--- src/rtl/pipe_hazard_ctrl_pkg.sv ---
// ---------------------------------------------------------------------------
// pipe_hazard_ctrl_pkg
//
// Shared types and helpers for the pipeline hazard / forwarding controller.
//
// Contents:
//   SB_AW_MAX    - storage width of a scoreboard destination address. Register
//                  addresses narrower than this are zero-extended on entry, so
//                  the package does not depend on the AW parameter of the top.
//   FWD_RF       - forward-select value meaning "read the register file".
//   sb_entry_t   - one scoreboard slot {v, wr, wa, ld}.
//   SB_BUBBLE    - an empty slot (v = 0).
//   fwd_sel      - forward-select encoding for a given stage index.
//   stage_ready  - whether a result sitting at a stage can be forwarded yet.
// ---------------------------------------------------------------------------
package pipe_hazard_ctrl_pkg;

    localparam int SB_AW_MAX = 16;
    localparam int FWD_RF    = 0;

    typedef struct packed {
        logic                 v;
        logic                 wr;
        logic [SB_AW_MAX-1:0] wa;
        logic                 ld;
    } sb_entry_t;

    localparam sb_entry_t SB_BUBBLE = '0;

    // Stage k is selected as k+1 so that 0 stays free for the register file.
    function automatic int fwd_sel(input int stage);
        return stage + FWD_RF + 1;
    endfunction

    // Loads produce data later than ALU ops, so each class has its own
    // earliest stage from which the value can be bypassed.
    function automatic logic stage_ready(input logic ld,
                                         input int   stage,
                                         input int   alu_rdy,
                                         input int   load_rdy);
        if (ld) begin
            return (stage >= load_rdy);
        end
        return (stage >= alu_rdy);
    endfunction

endpackage

--- src/rtl/pipe_hazard_ctrl_src_match.sv ---
// ---------------------------------------------------------------------------
// pipe_src_match
//
// Per-operand priority search over the scoreboard. Finds the youngest
// in-flight instruction that writes the source register and decides whether
// its result can be forwarded now or the consumer must wait.
//
// Ports:
//   src      in   AW          source register address of the ID instruction
//   use_src  in   1           ID instruction actually reads this operand
//   sb       in   DEPTH slots scoreboard, index 0 = EX (youngest)
//   fwd      out  SELW        0 = register file, k+1 = stage k
//   hazard   out  1           youngest producer exists but is not ready
// ---------------------------------------------------------------------------
module pipe_src_match
    import pipe_hazard_ctrl_pkg::*;
#(
    parameter int AW       = 5,
    parameter int DEPTH    = 3,
    parameter int ALU_RDY  = 0,
    parameter int LOAD_RDY = 1,
    parameter int SELW     = $clog2(DEPTH + 1)
) (
    input  logic [AW-1:0]              src,
    input  logic                       use_src,
    input  sb_entry_t [DEPTH-1:0]      sb,
    output logic [SELW-1:0]            fwd,
    output logic                       hazard
);

    logic [SB_AW_MAX-1:0] src_ext;
    logic                 src_live;

    // Register 0 is hard-wired to zero, so it never has a producer to wait on
    // even if some in-flight instruction names it as destination.
    assign src_ext  = SB_AW_MAX'(src);
    assign src_live = use_src && (src != '0);

    // The first hit from the EX end wins outright. An older, already-ready
    // copy must not be used when a younger write to the same register is
    // still in flight, hence the found flag stops the search at the first
    // match whether or not it is ready.
    always_comb begin
        logic found;
        found  = 1'b0;
        fwd    = SELW'(FWD_RF);
        hazard = 1'b0;
        for (int k = 0; k < DEPTH; k++) begin
            if (!found && src_live && sb[k].v && sb[k].wr &&
                (sb[k].wa == src_ext)) begin
                found = 1'b1;
                if (stage_ready(sb[k].ld, k, ALU_RDY, LOAD_RDY)) begin
                    fwd = SELW'(fwd_sel(k));
                end else begin
                    hazard = 1'b1;
                end
            end
        end
    end

endmodule

--- src/rtl/pipe_hazard_ctrl.sv ---
// ---------------------------------------------------------------------------
// pipe_hazard_ctrl
//
// Hazard and forwarding controller for the pipelined MIPS core. Tracks the
// destination registers of instructions past ID in a shift-register
// scoreboard, selects bypass sources for the ID operands, and produces stall
// and flush controls. Also owns the multi-cycle-unit busy counter and a
// saturating count of stall cycles.
//
// Parameters:
//   AW        register address width (must not exceed SB_AW_MAX)
//   DEPTH     tracked stages after ID (0 = EX, 1 = MEM, 2 = WB by default)
//   ALU_RDY   earliest stage index a non-load result may be forwarded from
//   LOAD_RDY  earliest stage index load data may be forwarded from
//   SELW      width of the forward selects
//
// Ports:
//   clk        in   1     clock, rising edge
//   reset      in   1     asynchronous reset, active low
//   id_valid   in   1     ID holds a real instruction
//   id_rs      in   AW    ID source register 1
//   id_rt      in   AW    ID source register 2
//   id_use_rs  in   1     ID instruction reads rs
//   id_use_rt  in   1     ID instruction reads rt
//   id_wr      in   1     ID instruction writes a register
//   id_wa      in   AW    ID destination register
//   id_ld      in   1     ID instruction is a load
//   id_mc      in   1     ID instruction is a multi-cycle op
//   mc_cycles  in   8     busy length of that multi-cycle op
//   redirect   in   1     branch taken / jump resolved this cycle
//   stall      out  1     hold PC and IF/ID, bubble into ID/EX
//   flush      out  1     squash IF/ID contents
//   fwd_rs     out  SELW  0 = register file, k+1 = stage k
//   fwd_rt     out  SELW  same encoding for rt
//   mc_busy    out  1     multi-cycle unit occupied
//   stall_cnt  out  16    saturating count of stall cycles
// ---------------------------------------------------------------------------
module pipe_hazard_ctrl
    import pipe_hazard_ctrl_pkg::*;
#(
    parameter int AW       = 5,
    parameter int DEPTH    = 3,
    parameter int ALU_RDY  = 0,
    parameter int LOAD_RDY = 1,
    parameter int SELW     = $clog2(DEPTH + 1)
) (
    input  logic            clk,
    input  logic            reset,
    input  logic            id_valid,
    input  logic [AW-1:0]   id_rs,
    input  logic [AW-1:0]   id_rt,
    input  logic            id_use_rs,
    input  logic            id_use_rt,
    input  logic            id_wr,
    input  logic [AW-1:0]   id_wa,
    input  logic            id_ld,
    input  logic            id_mc,
    input  logic [7:0]      mc_cycles,
    input  logic            redirect,
    output logic            stall,
    output logic            flush,
    output logic [SELW-1:0] fwd_rs,
    output logic [SELW-1:0] fwd_rt,
    output logic            mc_busy,
    output logic [15:0]     stall_cnt
);

    sb_entry_t [DEPTH-1:0] sb;
    sb_entry_t             id_entry;
    logic [7:0]            mc_count;
    logic                  haz_rs;
    logic                  haz_rt;
    logic                  accept;

    pipe_src_match #(
        .AW       (AW),
        .DEPTH    (DEPTH),
        .ALU_RDY  (ALU_RDY),
        .LOAD_RDY (LOAD_RDY),
        .SELW     (SELW)
    ) u_match_rs (
        .src     (id_rs),
        .use_src (id_use_rs),
        .sb      (sb),
        .fwd     (fwd_rs),
        .hazard  (haz_rs)
    );

    pipe_src_match #(
        .AW       (AW),
        .DEPTH    (DEPTH),
        .ALU_RDY  (ALU_RDY),
        .LOAD_RDY (LOAD_RDY),
        .SELW     (SELW)
    ) u_match_rt (
        .src     (id_rt),
        .use_src (id_use_rt),
        .sb      (sb),
        .fwd     (fwd_rt),
        .hazard  (haz_rt)
    );

    // A redirect squashes the ID instruction anyway, so stalling it would
    // only delay the fetch of the branch target.
    assign mc_busy = (mc_count != 8'd0);
    assign stall   = id_valid && !redirect && (haz_rs || haz_rt || mc_busy);
    assign flush   = redirect;
    assign accept  = id_valid && !stall && !redirect;

    always_comb begin
        id_entry    = SB_BUBBLE;
        id_entry.v  = 1'b1;
        id_entry.wr = id_wr;
        id_entry.wa = SB_AW_MAX'(id_wa);
        id_entry.ld = id_ld;
    end

    // Scoreboard ages by one stage every cycle regardless of stall: a stall
    // holds ID, but the instructions ahead of it keep moving, and the slot
    // behind them is filled with a bubble.
    always_ff @(posedge clk or negedge reset) begin
        if (!reset) begin
            sb <= '0;
        end else begin
            for (int k = DEPTH - 1; k > 0; k--) begin
                sb[k] <= sb[k-1];
            end
            sb[0] <= accept ? id_entry : SB_BUBBLE;
        end
    end

    // Busy counter only starts on an instruction that actually issues, so a
    // squashed or stalled multi-cycle op does not occupy the unit.
    always_ff @(posedge clk or negedge reset) begin
        if (!reset) begin
            mc_count <= 8'd0;
        end else if (accept && id_mc) begin
            mc_count <= mc_cycles;
        end else if (mc_count != 8'd0) begin
            mc_count <= mc_count - 8'd1;
        end
    end

    always_ff @(posedge clk or negedge reset) begin
        if (!reset) begin
            stall_cnt <= 16'd0;
        end else if (stall && (stall_cnt != 16'hFFFF)) begin
            stall_cnt <= stall_cnt + 16'd1;
        end
    end

endmodule

--- config.mk ---
export PLATFORM = sky130hd
export DESIGN_NAME = pipe_hazard_ctrl
export DESIGN_NICKNAME = d
export VERILOG_FILES = /design/src/rtl/pipe_hazard_ctrl_pkg.sv /design/src/rtl/pipe_hazard_ctrl_src_match.sv /design/src/rtl/pipe_hazard_ctrl.sv
export SDC_FILE = /design/constraint.sdc
export NUM_CORES = 1
export LEC_CHECK = 0
export CORE_MARGIN = 2
export CORE_UTILIZATION = 51
export CTS_BUF_LIST = sky130_fd_sc_hd__clkbuf_16
export DETAILED_ROUTE_END_ITERATION = 10
export GPL_ROUTABILITY_DRIVEN = 0
export PLACE_DENSITY = 0.82
export SETUP_SLACK_MARGIN = 0.05
export SLEW_MARGIN = 0
export SYNTH_ARGS = -nofsm -noshare
export SYNTH_HDL_FRONTEND = slang
export SYNTH_SLANG_ARGS = --single-unit
--- constraint.sdc ---
create_clock -name clk -period 3.8 [get_ports clk]
set_input_delay 0.76 -clock clk [delete_from_list [all_inputs] [get_ports clk]]
set_output_delay 0.76 -clock clk [all_outputs]
set_load 0.01 [all_outputs]
-- Word-level counts from Yosys, hierarchy flattened
Cells that the tools add are included.
- bits in registers: 81
- input port bits: 32
- output and inout bits: 23
- word-level logic and storage cells: 120
- $add $sub $neg: 2
- eq/ne operators: 7
- multiplexer cells: 55
- reductions and logical operators: 42
- operators by type and width (cell ; number):
    16-bit by 5-bit equality test with 1-bit output ; 6
    1-bit two-way mux ; 44
    1-bit logical AND ; 30
    19-bit two-way mux ; 1
    16-bit by 1-bit adder with 16-bit output (second input constant) ; 1
    2-bit two-way mux ; 8
    8-bit two-way mux ; 2
    16-bit != test (second input constant) ; 1
    5-bit nonzero test ; 2
    8-bit nonzero test ; 1
    8-bit by 1-bit subtractor with 8-bit output (second input constant) ; 1
    1-bit logical NOT ; 6
    1-bit logical OR ; 2
    2-bit nonzero test ; 1

-- Depth between registers and ports, before layout
Gate-level depths: netlist (run 1).
- depth after elaboration: 30
- depth in mapped cells: 11
- gate-level depth less buffers: 9

-- Hierarchy
A second synthesis (run 1) with hierarchy kept.
- cells, all modules: 254
- area total of the unflattened synthesis: 2667.6 µm²
- modules (own cells, without submodules) (module ; times used ; cells an instance ; area an instance (µm²) ; seq. area each (µm²)):
    pipe_hazard_ctrl ; 1 ; 162 ; 1976.9 ; 1201.2
    pipe_src_match ; 2 ; 46 ; 345.3 ; 0.0

-- Least setup slack after synthesis (run 1)
No wires, ideal clock.
- kind: input to output
- start: in id_rt[0]
- end: out fwd_rt[0]
- arrival time: 2.114 ns
- data required time: 3.040 ns
- slack: 0.926 ns
- stages: 4
- buffers on the path: 0
- path through: or4_1 o21ai_2 nor4_4 o41ai_1
- cells in the longest elaborated chain, start to end: 18
- elaborated cells between the ends (all ways): 25
- classes of those cells: 3 x eq/ne; 7 x mux; 15 x reduce/logical
- RTL lines (what ; RTL line ; RTL):
    start: declaration ; pipe_hazard_ctrl.sv:51 ; input logic [AW-1:0] id_rt,
    5-bit nonzero test ; pipe_hazard_ctrl_src_match.sv:37 ; assign src_live = use_src && (src != '0);
    1-bit logical AND ; pipe_hazard_ctrl_src_match.sv:37 ;
    1-bit logical AND (3 in series) ; pipe_hazard_ctrl_src_match.sv:49 ; if (!found && src_live && sb[k].v && sb[k].wr &&
    1-bit two-way mux ; pipe_hazard_ctrl_src_match.sv:49 ;
    1-bit logical NOT ; pipe_hazard_ctrl_src_match.sv:49 ;
    1-bit logical AND (4 in series) ; pipe_hazard_ctrl_src_match.sv:49 ;
    1-bit two-way mux ; pipe_hazard_ctrl_src_match.sv:49 ;
    1-bit logical NOT ; pipe_hazard_ctrl_src_match.sv:49 ;
    1-bit logical AND (4 in series) ; pipe_hazard_ctrl_src_match.sv:49 ;
    2-bit two-way mux (*) ; pipe_hazard_ctrl_src_match.sv:49 ;
    end: declaration ; pipe_hazard_ctrl.sv:63 ; output logic [SELW-1:0] fwd_rt,
Mark *: on every way between the ends. The rest lies on a longest branch, timed or not.

-- Final worst setup path (run 1)
- start: in id_rs[0]
- end: out fwd_rs[1]
- cells in the longest elaborated chain, start to end: 18
- elaborated cells between the ends (all ways): 23
- classes of those cells: 3 x eq/ne; 5 x mux; 15 x reduce/logical
- RTL lines (what ; RTL line ; RTL):
    start: declaration ; pipe_hazard_ctrl.sv:50 ; input logic [AW-1:0] id_rs,
    5-bit nonzero test ; pipe_hazard_ctrl_src_match.sv:37 ;
    1-bit logical AND ; pipe_hazard_ctrl_src_match.sv:37 ;
    1-bit logical AND (3 in series) ; pipe_hazard_ctrl_src_match.sv:49 ;
    1-bit two-way mux ; pipe_hazard_ctrl_src_match.sv:49 ;
    1-bit logical NOT ; pipe_hazard_ctrl_src_match.sv:49 ;
    1-bit logical AND (4 in series) ; pipe_hazard_ctrl_src_match.sv:49 ;
    1-bit two-way mux ; pipe_hazard_ctrl_src_match.sv:49 ;
    1-bit logical NOT ; pipe_hazard_ctrl_src_match.sv:49 ;
    1-bit logical AND (4 in series) ; pipe_hazard_ctrl_src_match.sv:49 ;
    2-bit two-way mux (*) ; pipe_hazard_ctrl_src_match.sv:49 ;
    end: declaration ; pipe_hazard_ctrl.sv:62 ; output logic [SELW-1:0] fwd_rs,
Marks and branches as above.

==> reports/metrics.yaml, run 1 <==
synth:
  synthDistinctLibCells: 34
  syn-instance-count: 209
  yosysWarnings: 0
  synth_area_mm2: 0.002282
  syn_avg_cell_area_um2: 10.92
  syn_nets: 243
  ys_seq_area_frac: 0.5044
  synth-seq-cells: 46
timing:
  slew_headroom: 0.3299
  hold_viol: 0
  finalSetupViolations: 0
  period_share: 0.9766
  period_needed_ns: 3.711
  setup_ws_ns: 0.08878
  clock_skew_ns: 0.009340
  max_freq_mhz: 269.5
  final_max_slew_viol_count: 0
  rsz0062_at_grt: "no"
  tightest_slew_ns: 1.005
power_and_ir_drop:
  power_density_mw_per_mm2: 407.7
  cellLeakagePower_nw: 1.337
  ir_drop_mv: 0.3470
  report.power.total_mw: 1.285
cells_and_area:
  finalNonFillerCells: 335
  layout_common_cells: "clkdlybuf4s50_1 (50), dfrtp_1 (46), xnor2_1 (39)"
  regArea_mm2: 0.001151
  post-route-util: 0.7289
  n_antenna_cell: 0
  fin_area_mm2: 0.003152
  area_delta_synth_final_pct: 38.10
  nets: 316
  fill_cells: 304
  drive_gt1_frac: 0.1166
  multi_input_area_mm2: 0.001084
  final_common_cell: "clkdlybuf4s50_1"
drt:
  ant_nets: 0
  via_count: 1860
  wire_per_inst_um: 15.86
  drt_iter0_drc: 83
  drt_first_pass_iters: 4
  drt-total-wl_um: 5314
  drc: 0
  viasPerCell: 5.552
clock_network:
  cts.reportedPaths.clkPinSlew_ns: 0.07
  cts_inserted_buffers: 5
  cts_num_sinks: 46
  cts_tree: "built"
  h-tree-depth: 2
  cts_buffer_depth: 2
  clk_latency_ns: 0.29
  root_buffer: "clkbuf_16"
worst_setup_path:
  crit_path_cell_trace: "clkdlybuf4s50_1 > or4_1 > o21ai_2 > nor4_4 > nor3_1 > clkdlybuf4s50_1"
  path_max_fanout: 3
  cpMaxStageDelayCell: "clkdlybuf4s50_1"
  worstSetupPathType: "in2out"
  cp_slowest_stage_delay_ns: 0.59
  endpoint_kind: "output port"
  cpMostUsedCell: "clkdlybuf4s50_1"
  startpoint_type: "input port"
  cp_data_required_time_ns: 3.04
  cp.arrival_ns: 2.95
global_route:
  antenna_found_initial: 0
  gr-total-overflow: 0
  grt_pass1_vias: 1907
  grt_pass1_wl_um: 8907
  track_usage: 0.2274
  grt_max_degree: 47
placement:
  dpl.cell_count: 326
  hpwl_um: 3892
  place_ws_ns: -0.05760
  portBuffers: 54
  place_area_mm2: 0.002965
min_path:
  min_path_type: "reg2reg"
flow_run:
  max-cap-violations: 0
floorplanning:
  pin_count: 55
  dieHeight_um: 70.90
  die_x_um: 70.90
  core-area_mm2: 0.004324
  num_rows: 24
  start_util: 0.5278
  die-area_mm2: 0.005026
run_status:
  status: "finished clean"
final timing paths:
path | cells past startpoint | slack, ns | from | end
min in group asynchronous | 1 | 0.65 | reset | stall_cnt[4]
worst max register to register | 8 | 1.42 | sb[1] | stall_cnt[1]
worst min register to register | 0 | 0.38 | sb[18] | sb[37]
max in group asynchronous | 1 | 2.53 | reset | stall_cnt[13]
worst min-delay path | 0 | 0.38 | sb[18] | sb[37]
worst max-delay path | 6 | 0.09 | id_rs[0] | fwd_rs[1]
cell usage after synthesis (all sizes together):
cell type  count  area, um^2
o21ai          9       56.31
nor2b          2       12.51
and2           7       43.79
nand2b         2       12.51
a21oi          3       15.01
nand2         17       63.81
mux2i          1       10.01
or3            2       12.51
nor2           9       33.78
inv            5       18.77
nand3          5       25.02
a221oi         1       15.01
o41ai          1       8.760
xor2          10       87.58
ha             2       25.02
and4           2       17.52
o31ai          1       7.510
nor4           4       46.29
xnor2         39       341.6
buf            3       30.03
and3           4       25.02
or4            2       15.01
clkbuf         2       7.510
nand4         17       106.4
mux2           3       33.78
or2b           1       7.510
nor3           7       35.03
a41oi          2       17.52
dfrtp         46        1151
cell type report:
cell class	count	share of cell area
sequential	46	0.3652
multi-input combinational	153	0.3438
timing repair buffer	71	0.2104
clock buffer	5	0.03970
tap	52	0.02064
clock inverter	3	0.01429
inverter	5	0.005955
power by group:
| group | switching, mW | total (mW) | internal [mW] |
|---|---|---|---|
| logic | 0.0893 | 0.219 | 0.130 |
| clock network | 0.188 | 0.498 | 0.310 |
| registers | 0.0480 | 0.567 | 0.520 |
| total | 0.326 | 1.29 | 0.959 |
cell families after synthesis:
group | synth area share
AND/OR/NAND/NOR | 0.2001
XOR/XNOR | 0.1880
flip-flops | 0.5044
AO/OA/AOI/OAI | 0.05263
buffers and inverters | 0.02467
multiplexers | 0.01919
adder cells (fa/ha/maj) | 0.01096
repair_timing:
| action | CTS | global route |
|---|---|---|
| resized for setup | 3 | 1 |
| endpoints found under the setup margin | 2 | 1 |
| setup buffers | 1 | 0 |
| pin swaps | 2 | 0 |
| hold buffers | 0 | 0 |
through the flow:
stage	setup TNS (ns)	hold slack (ns)
6_report	0	0.3815
5_1_grt	0	0.4016
4_1_cts	0	0.3827
3_5_place_dp	-0.05760	0.3670
3_3_place_gp	0	0.3591
2_1_floorplan	0	0.3535
state kept, by name (all words and copies together), names as in the netlist:
| register | count |
|---|---|
| mc_count | 8 |
| stall_cnt | 16 |
| sb | 22 |
critical path: cells and delay by family:
kind / cells / cell delay (ns)
buf+inv: 2 / 1.04
simple gates: 3 / 0.92
compound gates: 1 / 0.23
routing by layer:
metal / track usage / up-vias / share of wire
met5: 0 / - / 0
met4: 0.07757 / 0 / 0.021
met3: 0.06553 / 14 / 0.064
met2: 0.3873 / 75 / 0.51
met1: 0.2781 / 897 / 0.40
li1: - / 874 / -
Note: power is estimated with default switching activity, not from simulation.
==> run 2: changes to the inputs <==
--- a/config.mk
+++ b/config.mk
@@ -5,6 +5,7 @@
 export SDC_FILE = /design/constraint.sdc
 export NUM_CORES = 1
 export LEC_CHECK = 0
+export CORE_ASPECT_RATIO = 2
 export CORE_MARGIN = 2
 export CORE_UTILIZATION = 51
 export CTS_BUF_LIST = sky130_fd_sc_hd__clkbuf_16
==> run 2 against run 1 <==
Largest cell class unchanged. Largest power group unchanged. First-iteration DRC count shrank 76%. Worst hold slack got worse by 0.0056 ns. Critical endpoint is now stall. Sequential power grew 1%.
==> reports/metrics.yaml, run 2 (synthesis results as in run 1) <==
drt:
  via_count: 1771  # -4.8%
  drt_first_pass_iters: 4  # unchanged
  drt_iter0_drc: 20  # -76%
  viasPerCell: 5.302  # -4.5%
  drc: 0  # unchanged
  ant_nets: 0  # unchanged
  wire_per_inst_um: 15.65  # -1.4%
  drt-total-wl_um: 5226  # -1.7%
timing:
  slew_headroom: 0.3620  # +0.03209
  period_needed_ns: 3.693  # -0.01866 ns
  max_freq_mhz: 270.8  # +0.51%
  tightest_slew_ns: 0.9570  # -0.04813 ns
  final_max_slew_viol_count: 0  # unchanged
  finalSetupTns_ns: 0  # unchanged
  whs_ns: 0.3759  # -0.005638 ns
  finalSetupViolations: 0  # unchanged
  clock_skew_ns: 0.003756  # -0.005584 ns
  rsz0062_at_grt: "no"
  period_share: 0.9717  # -0.004911
  setup_ws_ns: 0.1074  # +0.01866 ns
  hold_viol: 0  # unchanged
global_route:
  gr-total-overflow: 0  # unchanged
  grt_pass1_wl_um: 8728  # -2.0%
  grt_max_degree: 47  # unchanged
  track_usage: 0.2329  # +0.005458
  antenna_found_initial: 0  # unchanged
  grt_pass1_vias: 1933  # +1.4%
worst_setup_path:
  startpoint_type: "input port"
  r2r_start: "sb[5]"
  cp.depth: 7  # +1
  r2r_slack_ns: 1.45  # +0.03 ns
  crit_path_cell_trace: "clkdlybuf4s50_1 > xnor2_1 > nand4_1 > nor4_4 > o21ai_2 > a21oi_1 > clkdlybuf4s50_1"
  cpMaxStageDelayCell: "clkdlybuf4s50_1"
  setup.worst_path.start: "id_rs[4]"
  worstSetupPathType: "in2out"
  cp_top_family: "buffers and inverters"
  cp_data_required_time_ns: 3.04  # about the same
  cp.arrival_ns: 2.93  # -0.02 ns
  path_max_fanout: 4  # +1
  cpMostUsedCell: "clkdlybuf4s50_1"
  endpoint_kind: "output port"
  rr_worst_depth: 8  # unchanged
  critPathBufInv: 2  # unchanged
  cp_slowest_stage_delay_ns: 0.58  # about the same
floorplanning:
  die-area_mm2: 0.005058  # +0.64%
  core-area_mm2: 0.004339  # +0.35%
  pin_count: 55  # unchanged
  dieHeight_um: 98.60  # +39%
  num_rows: 34  # +42%
  start_util: 0.5260  # -0.001826
  die_x_um: 51.30  # -28%
cells_and_area:
  reg_top3: "sb x22, stall_cnt x16, mc_count x8"
  drive_gt1_frac: 0.1071  # -0.009465
  post-route-util: 0.7177  # -0.01117
  area_delta_synth_final_pct: 36.46
  final_common_cell: "clkdlybuf4s50_1"
  largest_reg_flops: 22  # unchanged
  regArea_mm2: 0.001151  # unchanged
  layout_common_cells: "clkdlybuf4s50_1 (49), dfrtp_1 (46), xnor2_1 (39)"
  nets: 314  # -0.63%
  fill_cells: 343  # +13%
  n_antenna_cell: 0  # unchanged
  largest_register: "sb"
  multi_input_area_mm2: 0.001084  # unchanged
placement:
  portBuffers: 54  # unchanged
  hpwl_um: 4117  # +5.8%
  place_ws_ns: 0.05227  # +0.1099 ns
power_and_ir_drop:
  report.power.total_mw: 1.196  # -7.0%
  power_density_mw_per_mm2: 383.9  # -5.8%
  cellLeakagePower_nw: 1.350  # +0.96%
  ir_drop_mv: 0.4425  # +28%
run_status:
  status: "finished clean"
clock_network:
  cts_inserted_buffers: 5  # unchanged
  cts_num_sinks: 46  # unchanged
  root_buffer: "clkbuf_16"
  cts_buffer_depth: 2  # unchanged
  h-tree-depth: 2  # unchanged
  hold_buffers: 0  # unchanged
  cts.reportedPaths.clkPinSlew_ns: 0.06  # about the same
  cts_tree: "built"
  clk_latency_ns: 0.28  # about the same
min_path:
  min_path_type: "reg2reg"
  min_from: "sb[18]"
  hold_depth: 0  # unchanged
flow_run:
  max-cap-violations: 0  # unchanged
-- run 2: cell types whose count changed in the layout (fill, tap and decap cells not counted), sizes merged --
cell	previous run	this run
buf	18	16
bufinv	1	0
clkdlybuf4s50	50	49
clkinv	0	2
clkinvlp	2	0
dlygate4sd2	2	0
dlymetal6s2s	1	4
-- run 2: final timing paths --
| kind | end |
|---|---|
| setup / recovery | stall |
| hold / removal | sb[37] |
| setup reg to reg | stall_cnt[1] |
| hold reg to reg | sb[37] |
| max in group asynchronous | stall_cnt[2] |
| min in group asynchronous | mc_count[2] |
-- run 2: final cells by class --
cell class	instances	area share
multi-input cells	153	0.3479
repair buffers	69	0.2113
well taps	54	0.02170
clock buffers	5	0.04018
inverters	5	0.006027
flip-flops and latches	46	0.3696
clock inverters	2	0.003214
-- run 2: where the power goes --
part / switching [mW] / internal, mW
combinational: 0.0897 / 0.127
sequential: 0.0532 / 0.520
clock: 0.168 / 0.237
total: 0.311 / 0.884
-- run 2: layer usage --
metal / share of wire / vias up / track usage
met5: 0 / - / 0
met4: 0.017 / 0 / 0.07287
met3: 0.032 / 7 / 0.03182
met2: 0.59 / 46 / 0.4635
met1: 0.36 / 852 / 0.2347
li1: - / 866 / -
-- run 2: metrics by stage --
step           std cells  instance area [um^2]
5_1_grt              334                  3114
4_1_cts              332                  3080
3_5_place_dp         325                  2945
2_1_floorplan        209                  2282
6_report             334                  3114
3_3_place_gp         325                  2945
-- run 2: what timing repair did --
action                     CTS  global route
setup endpoints to repair    2             3
buffers inserted             0             2
pin swaps                    1             2
gates resized for setup      0             5
==> run 3: changes to the inputs <==
--- a/config.mk
+++ b/config.mk
@@ -11,6 +11,7 @@
 export CTS_BUF_LIST = sky130_fd_sc_hd__clkbuf_16
 export DETAILED_ROUTE_END_ITERATION = 10
 export GPL_ROUTABILITY_DRIVEN = 0
+export GPL_TIMING_DRIVEN = 0
 export PLACE_DENSITY = 0.82
 export SETUP_SLACK_MARGIN = 0.05
 export SLEW_MARGIN = 0
==> run 3 against run 2 <==
Combinational power about the same. Worst hold slack better by 0.012 ns. Cell area up 1.1%. Critical path depth down 1. Wire length up 4.3%. Critical path type unchanged.
==> reports/metrics.yaml, run 3 (synthesis results as in run 1) <==
cells_and_area:
  final_common_cell: "clkdlybuf4s50_1"
  regArea_mm2: 0.001151  # unchanged
  area_delta_synth_final_pct: 37.94
  n_antenna_cell: 0  # unchanged
  layout_common_cells: "clkdlybuf4s50_1 (49), dfrtp_1 (46), xnor2_1 (39)"
  nets: 306  # -2.5%
  drive_gt1_frac: 0.08791  # -0.01923
  fill_cells: 325  # -5.2%
  largest_reg_flops: 22  # unchanged
  largest_register: "sb"
  multi_input_area_mm2: 0.001117  # +3.1%
  reg_top3: "sb x22, stall_cnt x16, mc_count x8"
timing:
  hold_viol: 0  # unchanged
  finalSetupTns_ns: 0  # unchanged
  clock_skew_ns: 0.005146  # +0.001391 ns
  whs_ns: 0.3878  # +0.01195 ns
  rsz0062_at_grt: "no"
  slew_headroom: 0.6754  # +0.3134
  period_needed_ns: 3.659  # -0.03344 ns
  max_freq_mhz: 273.3  # +0.91%
  final_max_slew_viol_count: 0  # unchanged
  period_share: 0.9629  # -0.008801
  tightest_slew_ns: 0.4825  # -0.4746 ns
  finalSetupViolations: 0  # unchanged
floorplanning:
  num_rows: 34  # unchanged
  die-area_mm2: 0.005058  # unchanged
  start_util: 0.5260  # unchanged
  die_x_um: 51.30  # unchanged
  core-area_mm2: 0.004339  # unchanged
  pin_count: 55  # unchanged
  dieHeight_um: 98.60  # unchanged
worst_setup_path:
  cp.arrival_ns: 2.90  # -0.03 ns
  cp_data_required_time_ns: 3.04  # about the same
  worstSetupPathType: "in2out"
  endpoint_kind: "output port"
  startpoint_type: "input port"
  path_max_fanout: 4  # unchanged
power_and_ir_drop:
  power_density_mw_per_mm2: 431.4  # +12%
  ir_drop_mv: 0.3395  # -23%
  cellLeakagePower_nw: 1.314  # -2.7%
placement:
  portBuffers: 54  # unchanged
  hpwl_um: 4140  # +0.55%
global_route:
  gr-total-overflow: 0  # unchanged
  track_usage: 0.2399  # +0.007070
  grt_pass1_vias: 2058  # +6.5%
  grt_max_degree: 29  # -38%
  grt_pass1_wl_um: 9039  # +3.6%
  antenna_found_initial: 0  # unchanged
drt:
  drt_iter0_drc: 18  # -10%
  drt_first_pass_iters: 4  # unchanged
  viasPerCell: 5.502  # +3.8%
  ant_nets: 0  # unchanged
  via_count: 1799  # +1.6%
  wire_per_inst_um: 16.67  # +6.6%
  drc: 0  # unchanged
  drt-total-wl_um: 5452  # +4.3%
clock_network:
  cts_buffer_depth: 2  # unchanged
  cts_tree: "built"
  root_buffer: "clkbuf_16"
  cts.reportedPaths.clkPinSlew_ns: 0.06  # about the same
  cts_inserted_buffers: 5  # unchanged
  hold_buffers: 0  # unchanged
  clk_latency_ns: 0.29  # about the same
  h-tree-depth: 2  # unchanged
  cts_num_sinks: 46  # unchanged
flow_run:
  max-cap-violations: 0  # unchanged
run_status:
  status: "finished clean"
min_path:
  min_path_type: "reg2reg"
==> run 3: cell count changes in the layout (fill, tap and decap cells not counted), sizes merged <==
cell          change
buf              -10
dlymetal6s2s      -3
bufinv            +2
dlygate4sd2       +3
clkinv            -1
clkbuf            +2
==> run 3: timing repair <==
item	in CTS	in global routing
setup endpoints to repair	2	1
resized for setup	10	1
pin swaps	2	0
cloned	0	0
setup buffers	1	0
==> run 3: worst max-delay path, cell delays in order <==
cell and delay, ns:
clkdlybuf4s50_1 0.52, or4_4 0.58, o21ai_4 0.21, nor4_4 0.09, mux2i_1 0.17, clkdlybuf4s50_1 0.57
==> run 3: stage by stage <==
step | util | cells | power, mW | setup slack, ns | instance area [um^2]
2_1_floorplan | - | 209 | 0.6509 | 0.9260 | 2282
3_3_place_gp | 0.6661 | 317 | 0.7883 | -0.2671 | 2890
3_5_place_dp | 0.6696 | 318 | 0.7958 | -0.3119 | 2905
4_1_cts | 0.7249 | 327 | 1.369 | 0.1302 | 3146
5_1_grt | 0.7255 | 327 | 1.407 | 0.05196 | 3148
6_report | 0.7255 | 327 | 1.358 | 0.1409 | 3148
==> run 3: final timing paths <==
kind / from / endpoint / slack [ns] / depth (start not counted)
worst max-delay path: id_rs[3] / fwd_rs[0] / 0.14 / 6
min in group asynchronous: reset / mc_count[5] / 0.41 / 1
worst max register to register: mc_count[0] / sb[0] / 1.38 / 10
worst min register to register: sb[18] / sb[37] / 0.39 / 0
max in group asynchronous: reset / sb[1] / 2.88 / 2
worst min-delay path: sb[18] / sb[37] / 0.39 / 0
==> run 3: report_power, final <==
part | internal [mW] | switching, mW | leakage (nW)
Combinational | 0.125 | 0.0926 | 0.601
Sequential | 0.519 | 0.0535 | 0.619
Clock | 0.378 | 0.190 | 0.0940
Total | 1.02 | 0.336 | 1.31
==> run 3: final cells by class <==
cell class	instances	area share
Tap cell	54	0.02146
Timing Repair Buffer	56	0.1785
Multi-Input combinational cell	153	0.3549
Sequential cell	46	0.3657
Buffer	5	0.01192
Clock inverter	3	0.02186
Inverter	5	0.005962
Clock buffer	5	0.03975
==> run 3: layer usage <==
metal  global-route usage  share of wire
met3              0.03636          0.033
met1               0.2274           0.34
met5                    0              0
met2               0.4645           0.59
met4               0.1255          0.037
